--- src/rtl/pe_rr_arbiter_pkg.sv ---
// Shared definitions for the pe_rr_arbiter slice: FSM state and mode encodings
// plus a constant-foldable ceil(log2) helper used to size grant indices.
package pe_rr_arbiter_pkg;

    localparam logic ST_IDLE  = 1'b0;
    localparam logic ST_GRANT = 1'b1;

    localparam logic PE_MODE_FIXED = 1'b0;
    localparam logic PE_MODE_RR    = 1'b1;

    // Index width for n lines; never below one bit so a 1-line build still has a port.
    function automatic int pe_clog2(input int n);
        int r;
        r = 32'sd0;
        for (int i = 0; i < 31; i++) begin
            if ((32'sd1 << i) < n) begin
                r = i + 32'sd1;
            end else begin
                r = r;
            end
        end
        return (r < 32'sd1) ? 32'sd1 : r;
    endfunction

endpackage

--- src/rtl/pe_rr_arbiter_if.sv ---
// Request/grant bundle between the issue logic (master) and the arbiter (slave).
interface pe_rr_arbiter_if
    import pe_rr_arbiter_pkg::*;
#(
    parameter int N = 32
) ();

    localparam int IW = pe_clog2(N);

    logic [N-1:0]  req;
    logic          mode;
    logic          gnt_ready;
    logic          gnt_valid;
    logic [N-1:0]  gnt;
    logic [IW-1:0] gnt_idx;

    modport master (
        output req,
        output mode,
        output gnt_ready,
        input  gnt_valid,
        input  gnt,
        input  gnt_idx
    );

    modport slave (
        input  req,
        input  mode,
        input  gnt_ready,
        output gnt_valid,
        output gnt,
        output gnt_idx
    );

endinterface

--- src/rtl/pe_rr_arbiter_lsb_onehot.sv ---
// Combinational lowest-set-bit encoder: one-hot of the lowest set bit,
// an any-bit-set flag, and the binary index of that bit.
module pe_lsb_onehot
    import pe_rr_arbiter_pkg::*;
#(
    parameter int N = 32
) (
    input  logic [N-1:0]            vec_i,
    output logic [N-1:0]            onehot_o,
    output logic                    any_o,
    output logic [pe_clog2(N)-1:0]  idx_o
);

    localparam int            IW  = pe_clog2(N);
    localparam logic [N-1:0]  ONE = N'(1'b1);

    // Two's-complement trick isolates the lowest set bit.
    always_comb begin
        onehot_o = vec_i & (~vec_i + ONE);
        any_o    = |vec_i;
    end

    // Scan downwards so the lowest set bit is the last one written.
    always_comb begin
        idx_o = '0;
        for (int i = N - 1; i >= 0; i--) begin
            if (vec_i[i]) begin
                idx_o = IW'(i);
            end else begin
                idx_o = idx_o;
            end
        end
    end

endmodule

--- src/rtl/pe_rr_arbiter.sv ---
// N-line arbiter with fixed-priority or round-robin selection and a registered
// valid/ready grant. Optional grant locking is enabled with PE_ARB_LOCK_EN.
module pe_rr_arbiter
    import pe_rr_arbiter_pkg::*;
#(
    parameter int N = 32
) (
    input  logic               clk,
    input  logic               rst_n,
`ifdef PE_ARB_LOCK_EN
    input  logic               lock,
`endif
    pe_rr_arbiter_if.slave     bus
);

    localparam int             IW       = pe_clog2(N);
    localparam logic [IW-1:0]  LAST_IDX = IW'(N - 1);
    localparam logic [IW-1:0]  IDX_ONE  = IW'(1'b1);

    logic          state_q, state_d;
    logic [N-1:0]  gnt_q, gnt_d;
    logic [IW-1:0] idx_q, idx_d;
    logic [IW-1:0] ptr_q, ptr_d;

    logic          accept_s;
    logic          hold_s;
    logic [IW-1:0] adv_ptr_s;
    logic [IW-1:0] ptr_eff_s;
    logic [N-1:0]  mask_s;
    logic [N-1:0]  masked_req_s;

    logic [N-1:0]  m_oh_s, u_oh_s;
    logic          m_any_s, u_any_s;
    logic [IW-1:0] m_idx_s, u_idx_s;

    logic [N-1:0]  win_oh_s;
    logic [IW-1:0] win_idx_s;

    // Accept, lock-hold and pointer advance derived from the held grant.
    always_comb begin
        accept_s  = (state_q == ST_GRANT) && bus.gnt_ready;
        adv_ptr_s = (idx_q == LAST_IDX) ? '0 : (idx_q + IDX_ONE);
`ifdef PE_ARB_LOCK_EN
        hold_s    = lock && accept_s && bus.req[idx_q];
`else
        hold_s    = 1'b0;
`endif
    end

    // On an accept the new grant must already see the advanced pointer,
    // otherwise back-to-back round-robin grants would repeat the same index.
    always_comb begin
        if (accept_s && !hold_s) begin
            ptr_eff_s = adv_ptr_s;
        end else begin
            ptr_eff_s = ptr_q;
        end
    end

    // Thermometer mask keeping requesters at or above the pointer.
    always_comb begin
        mask_s = '0;
        for (int i = 0; i < N; i++) begin
            mask_s[i] = (i >= int'(ptr_eff_s));
        end
        masked_req_s = bus.req & mask_s;
    end

    pe_lsb_onehot #(.N(N)) u_masked_enc (
        .vec_i    (masked_req_s),
        .onehot_o (m_oh_s),
        .any_o    (m_any_s),
        .idx_o    (m_idx_s)
    );

    pe_lsb_onehot #(.N(N)) u_unmasked_enc (
        .vec_i    (bus.req),
        .onehot_o (u_oh_s),
        .any_o    (u_any_s),
        .idx_o    (u_idx_s)
    );

    // Winner select; round-robin falls back to the unmasked vector on wrap.
    always_comb begin
        win_oh_s  = u_oh_s;
        win_idx_s = u_idx_s;
        if (hold_s) begin
            win_oh_s  = gnt_q;
            win_idx_s = idx_q;
        end else if ((bus.mode == PE_MODE_RR) && m_any_s) begin
            win_oh_s  = m_oh_s;
            win_idx_s = m_idx_s;
        end else begin
            win_oh_s  = u_oh_s;
            win_idx_s = u_idx_s;
        end
    end

    // Next-state logic; the grant only reloads in IDLE or on an accept.
    always_comb begin
        state_d = state_q;
        gnt_d   = gnt_q;
        idx_d   = idx_q;
        ptr_d   = ptr_q;
        case (state_q)
            ST_IDLE: begin
                if (u_any_s) begin
                    state_d = ST_GRANT;
                    gnt_d   = win_oh_s;
                    idx_d   = win_idx_s;
                end else begin
                    state_d = ST_IDLE;
                    gnt_d   = '0;
                    idx_d   = '0;
                end
            end
            ST_GRANT: begin
                if (bus.gnt_ready) begin
                    ptr_d = hold_s ? ptr_q : adv_ptr_s;
                    if (u_any_s) begin
                        state_d = ST_GRANT;
                        gnt_d   = win_oh_s;
                        idx_d   = win_idx_s;
                    end else begin
                        state_d = ST_IDLE;
                        gnt_d   = '0;
                        idx_d   = '0;
                    end
                end else begin
                    state_d = ST_GRANT;
                end
            end
            default: begin
                state_d = ST_IDLE;
                gnt_d   = '0;
                idx_d   = '0;
                ptr_d   = '0;
            end
        endcase
    end

    // State, grant and pointer registers.
    always_ff @(posedge clk or negedge rst_n) begin
        if (!rst_n) begin
            state_q <= ST_IDLE;
            gnt_q   <= '0;
            idx_q   <= '0;
            ptr_q   <= '0;
        end else begin
            state_q <= state_d;
            gnt_q   <= gnt_d;
            idx_q   <= idx_d;
            ptr_q   <= ptr_d;
        end
    end

    assign bus.gnt_valid = (state_q == ST_GRANT);
    assign bus.gnt       = gnt_q;
    assign bus.gnt_idx   = idx_q;

endmodule

--- src/flat_wrapper.sv ---
// flat-port wrapper written by rule: the top's interface ports become plain ports
module pe_rr_arbiter_flat import pe_rr_arbiter_pkg::*;
#(
    parameter int N = 32
)
  (clk, rst_n, bus_req, bus_mode, bus_gnt_ready, bus_gnt_valid, bus_gnt, bus_gnt_idx);
  pe_rr_arbiter_if #(.N(N)) bus_i ();
  input  logic clk;
  input  logic rst_n;
  input wire logic [$bits(bus_i.req)-1:0] bus_req;
  input wire logic [$bits(bus_i.mode)-1:0] bus_mode;
  input wire logic [$bits(bus_i.gnt_ready)-1:0] bus_gnt_ready;
  output wire logic [$bits(bus_i.gnt_valid)-1:0] bus_gnt_valid;
  output wire logic [$bits(bus_i.gnt)-1:0] bus_gnt;
  output wire logic [$bits(bus_i.gnt_idx)-1:0] bus_gnt_idx;
  assign bus_i.req = bus_req;
  assign bus_i.mode = bus_mode;
  assign bus_i.gnt_ready = bus_gnt_ready;
  assign bus_gnt_valid = bus_i.gnt_valid;
  assign bus_gnt = bus_i.gnt;
  assign bus_gnt_idx = bus_i.gnt_idx;
  pe_rr_arbiter #(.N(N)) u_core (.clk(clk), .rst_n(rst_n), .bus(bus_i));
endmodule
--- config.mk ---
export PLATFORM = sky130hd
export DESIGN_NAME = pe_rr_arbiter_flat
export DESIGN_NICKNAME = d
export VERILOG_FILES = /design/src/rtl/pe_rr_arbiter_pkg.sv /design/src/rtl/pe_rr_arbiter_if.sv /design/src/rtl/pe_rr_arbiter_lsb_onehot.sv /design/src/rtl/pe_rr_arbiter.sv /design/src/flat_wrapper.sv
export SDC_FILE = /design/constraint.sdc
export NUM_CORES = 1
export LEC_CHECK = 0
export BUFFER_PORTS_ARGS = -buffer_cell sky130_fd_sc_hd__buf_2
export CELL_PAD_IN_SITES_DETAIL_PLACEMENT = 1
export CELL_PAD_IN_SITES_GLOBAL_PLACEMENT = 2
export CORE_MARGIN = 5
export CORE_UTILIZATION = 30
export CTS_BUF_LIST = sky130_fd_sc_hd__clkbuf_8
export DETAILED_ROUTE_END_ITERATION = 8
export PLACE_DENSITY = 0.88
export SLEW_MARGIN = 0
export SYNTH_ARGS = -nofsm -noshare
export SYNTH_HDL_FRONTEND = slang
export SYNTH_SLANG_ARGS = --single-unit
--- constraint.sdc ---
create_clock -name clk -period 4 [get_ports clk]
set_clock_uncertainty 0.2 [all_clocks]
set_input_delay 0.8 -clock clk [delete_from_list [all_inputs] [get_ports clk]]
set_output_delay 0.8 -clock clk [all_outputs]
set_load 0.005 [all_outputs]
==> impl_metrics.tcl <==
set metrics [dict create \
    cp.arrival_ns 4.03 \
    grt_pass1_vias 5496 \
    drv_cap 0 \
    rows 41 \
    syn_to_final_growth_pct 46.3 \
    vdd_drop_max_uv 170 \
    synth-edff-count 0 \
    die_w_um 125 \
    status "complete, but fails checks" \
    p_switching_uw 916 \
    slew_headroom_pct 25.4 \
    post_synth_num_cell_types 80 \
    worst_ep_required_time_ns 4.02 \
    antenna_cells 0 \
    clkPwrFrac_pct 17.6 \
    min_from "u_core.bus.gnt[12]$_DFFE_PN0P_" \
    hold_depth 2 \
    io_pins 74 \
    synth_most_common_cell "nand2_1" \
    first_iter_violations 450 \
    dieArea_sq_um 15500 \
    track_usage_pct 28.0 \
    yosysWarnings 0 \
    cts_tree "yes" \
    r2r_start "u_core.bus.gnt_idx[0]$_DFFE_PN0P_" \
    synth_top_area_cell "dfrtp_1" \
    drive_gt1_share_pct 37.3 \
    nNetsFinal 745 \
    p_seq_share_pct 24.7 \
    worstSetupPathType "reg -> reg" \
    timing.final.ws_setup_ns -0.0123 \
    wire_per_inst_um 26.0 \
    clk_latency_ns 0.33 \
    internal_power_uw 1140 \
    setup_viol 1 \
    viasPerCell 6.15 \
    syn_inst 519 \
    cts.sinks 43 \
    synthArstFlopShare_pct 100 \
    finalSetupTns_ns -0.0123 \
    synth_fp_nets 557 \
    place.gp.congestion 1.06 \
    overflow 0 \
    hold-path-endpoint "u_core.bus.gnt[12]$_DFFE_PN0P_" \
    dp_cells 851 \
    drc 0 \
    power_frac_comb_pct 57.7 \
    ys.flop_type "dfrtp_1" \
    ant_nets 0 \
    ys_seq_area_share_pct 27.3 \
    clk_path_buf_depth 2 \
    rsz0062_at_grt "true" \
    io_buffers 73 \
    dpl.hpwl_um 17900 \
    layout_min_cycle_time_ns 4.01 \
    swShare_pct 44.5 \
    worst_pin_slew_ns 1.12 \
    power.total_uw 2060 \
    ys_ff_latch 43 \
    postSynthAreaPerCell_sq_um 7.60 \
    pre_cts_ws_ns -0.236 \
    synth_area_leaders "dfrtp_1 27%, nand2_1 5.2%, nor2_1 4.5%" \
    synth_commonest_cells "55 x nand2_1, 47 x nor2_1, 43 x dfrtp_1" \
    final_cells 879 \
    routed_wl_um 22900 \
    final_max_slew_viol_count 0 \
    fmax_mhz 249 \
    initial_core_util_pct 30.9 \
    violations "negative setup slack" \
    cp-end-kind "flop" \
    leakagePower_uw 0.00263 \
    cts_made_buffers 5 \
    antenna_found_initial 0 \
    critPathMaxFanout 7 \
    die_h_um 125 \
    htree_levels 2 \
    syn_area_sq_um 3950 \
    synth_top_area_share_pct 27.3 \
    rr_endpoint "u_core.bus.gnt[4]$_DFFE_PN0P_" \
    grt_start_max_net_pins 44 \
    cts_root_buf "clkbuf_8" \
    hold_viol 0 \
    hp-class "reg -> reg" \
    r2r_slack_ns -0.01 \
    worstSetupStartpointType "flop" \
    min_period_over_period_pct 100 \
    path_clk_slew_ns 0.10 \
    power_density_nw_per_um2 357 \
    grt_pass1_wl_um 33800 \
    post-route-util_pct 45.2 \
    rr_worst_depth 15 \
    core_area_sq_um 12800 \
    dr.pass1.iters 5 \
    vias 5403 \
]
routing by layer:
| metal | share of wire, % | GRT usage [%] | vias to the layer above |
|---|---|---|---|
| li1 | - | - | 2398 |
| met1 | 43 | 37.8 | 2681 |
| met2 | 45 | 43.9 | 263 |
| met3 | 7.3 | 5.15 | 61 |
| met4 | 4.5 | 11.6 | 0 |
| met5 | 0 | 0 | - |
placed cells by master, fill, tap and decap left out, types with 7 or more instances in the layout:
cell type,instances
o31ai_1,7
nand4_1,15
buf_2,73
a22oi_1,7
nor4_1,10
nand3_1,26
a31oi_1,8
o21ai_0,30
o21ai_1,8
nor2_1,45
and3_1,8
buf_4,126
buf_6,8
dfrtp_1,43
nor3_1,21
nand2_1,53
o211ai_1,8
nand2b_1,7
a21oi_1,24
or3_1,7
a211oi_1,9
inv_1,16
how the worst max path moves through the flow:
stage / end / slack, ns / startpoint / depth (start not counted)
after floorplan: u_core.bus.gnt[23]$_DFFE_PN0P_ / 0.16 / u_core.bus.gnt_idx[0]$_DFFE_PN0P_ / 12
after global placement: u_core.bus.gnt_idx[4]$_DFFE_PN0P_ / -0.18 / u_core.bus.gnt_idx[0]$_DFFE_PN0P_ / 13
after detailed placement: u_core.bus.gnt_idx[4]$_DFFE_PN0P_ / -0.24 / u_core.bus.gnt_idx[0]$_DFFE_PN0P_ / 13
after CTS: u_core.bus.gnt[19]$_DFFE_PN0P_ / 0.01 / u_core.bus.gnt_idx[0]$_DFFE_PN0P_ / 15
after global routing: u_core.bus.gnt[7]$_DFFE_PN0P_ / -0.08 / u_core.bus.gnt_idx[0]$_DFFE_PN0P_ / 15
final: u_core.bus.gnt[4]$_DFFE_PN0P_ / -0.01 / u_core.bus.gnt_idx[0]$_DFFE_PN0P_ / 15
flip-flops by register name (all words and copies together) (netlist names):
| name | flops |
|---|---|
| u_core.bus.gnt | 32 |
| u_core.bus.gnt_idx | 5 |
| u_core.bus.gnt_valid | 1 |
| u_core.ptr_q | 5 |
layout make-up:
type,instances,area (sq um)
Inverter,17,63.8
Clock buffer,5,68.8
Fill cell,1603,7000
Tap cell,172,215
Clock inverter,2,33.8
Sequential cell,43,1080
Timing Repair Buffer,209,1440
Multi-Input combinational cell,431,2870
cell families after synthesis:
family | Yosys count | synth area share, %
DFF | 43 | 27.3
xor gates and xnor gates | 3 | 0.857
muxes | 3 | 0.888
and+or+nand+nor | 242 | 32.3
AOI/OAI and AO/OA | 181 | 33.3
adders and majority gates | 2 | 0.634
buffers and inverters | 45 | 4.76
worst max-delay path, cell delays in order, from the launching register on:
cell and delay, ns:
dfrtp_1 0.43, ha_2 0.19, and3_4 0.15, ha_4 0.18, and4bb_2 0.34, mux2i_4 0.09
buf_6 0.13, a41o_1 0.27, a311o_1 0.35, or3_4 0.41, o41a_1 0.48, buf_6 0.16
buf_4 0.17, and3_1 0.16, o21ai_1 0.11, o21ai_1 0.07
timing repair:
action                                  CTS  global route
resized for setup                        10            35
hold buffers                              0             0
setup buffers                             6            15
pin swaps                                 7            24
endpoints found under the hold margin     0             0
endpoints found under the setup margin   30            31
cloned                                    0             0
metrics by stage:
stage	cell area, sq um	hold slack (ns)
4_1_cts	5490	0.294
3_3_place_gp	5300	0.260
6_report	5770	0.282
5_1_grt	5770	0.322
2_1_floorplan	3950	0.273
3_5_place_dp	5300	0.271
power groups by stage:
stage	Clock (uW)	Combinational, uW	Sequential [uW]
2_1_floorplan	0	460	512
3_3_place_gp	0	1050	512
3_5_place_dp	0	1050	515
4_1_cts	376	1090	506
5_1_grt	391	1250	512
6_report	361	1190	509
No activity file was read; power rests on OpenSTA's default activity.
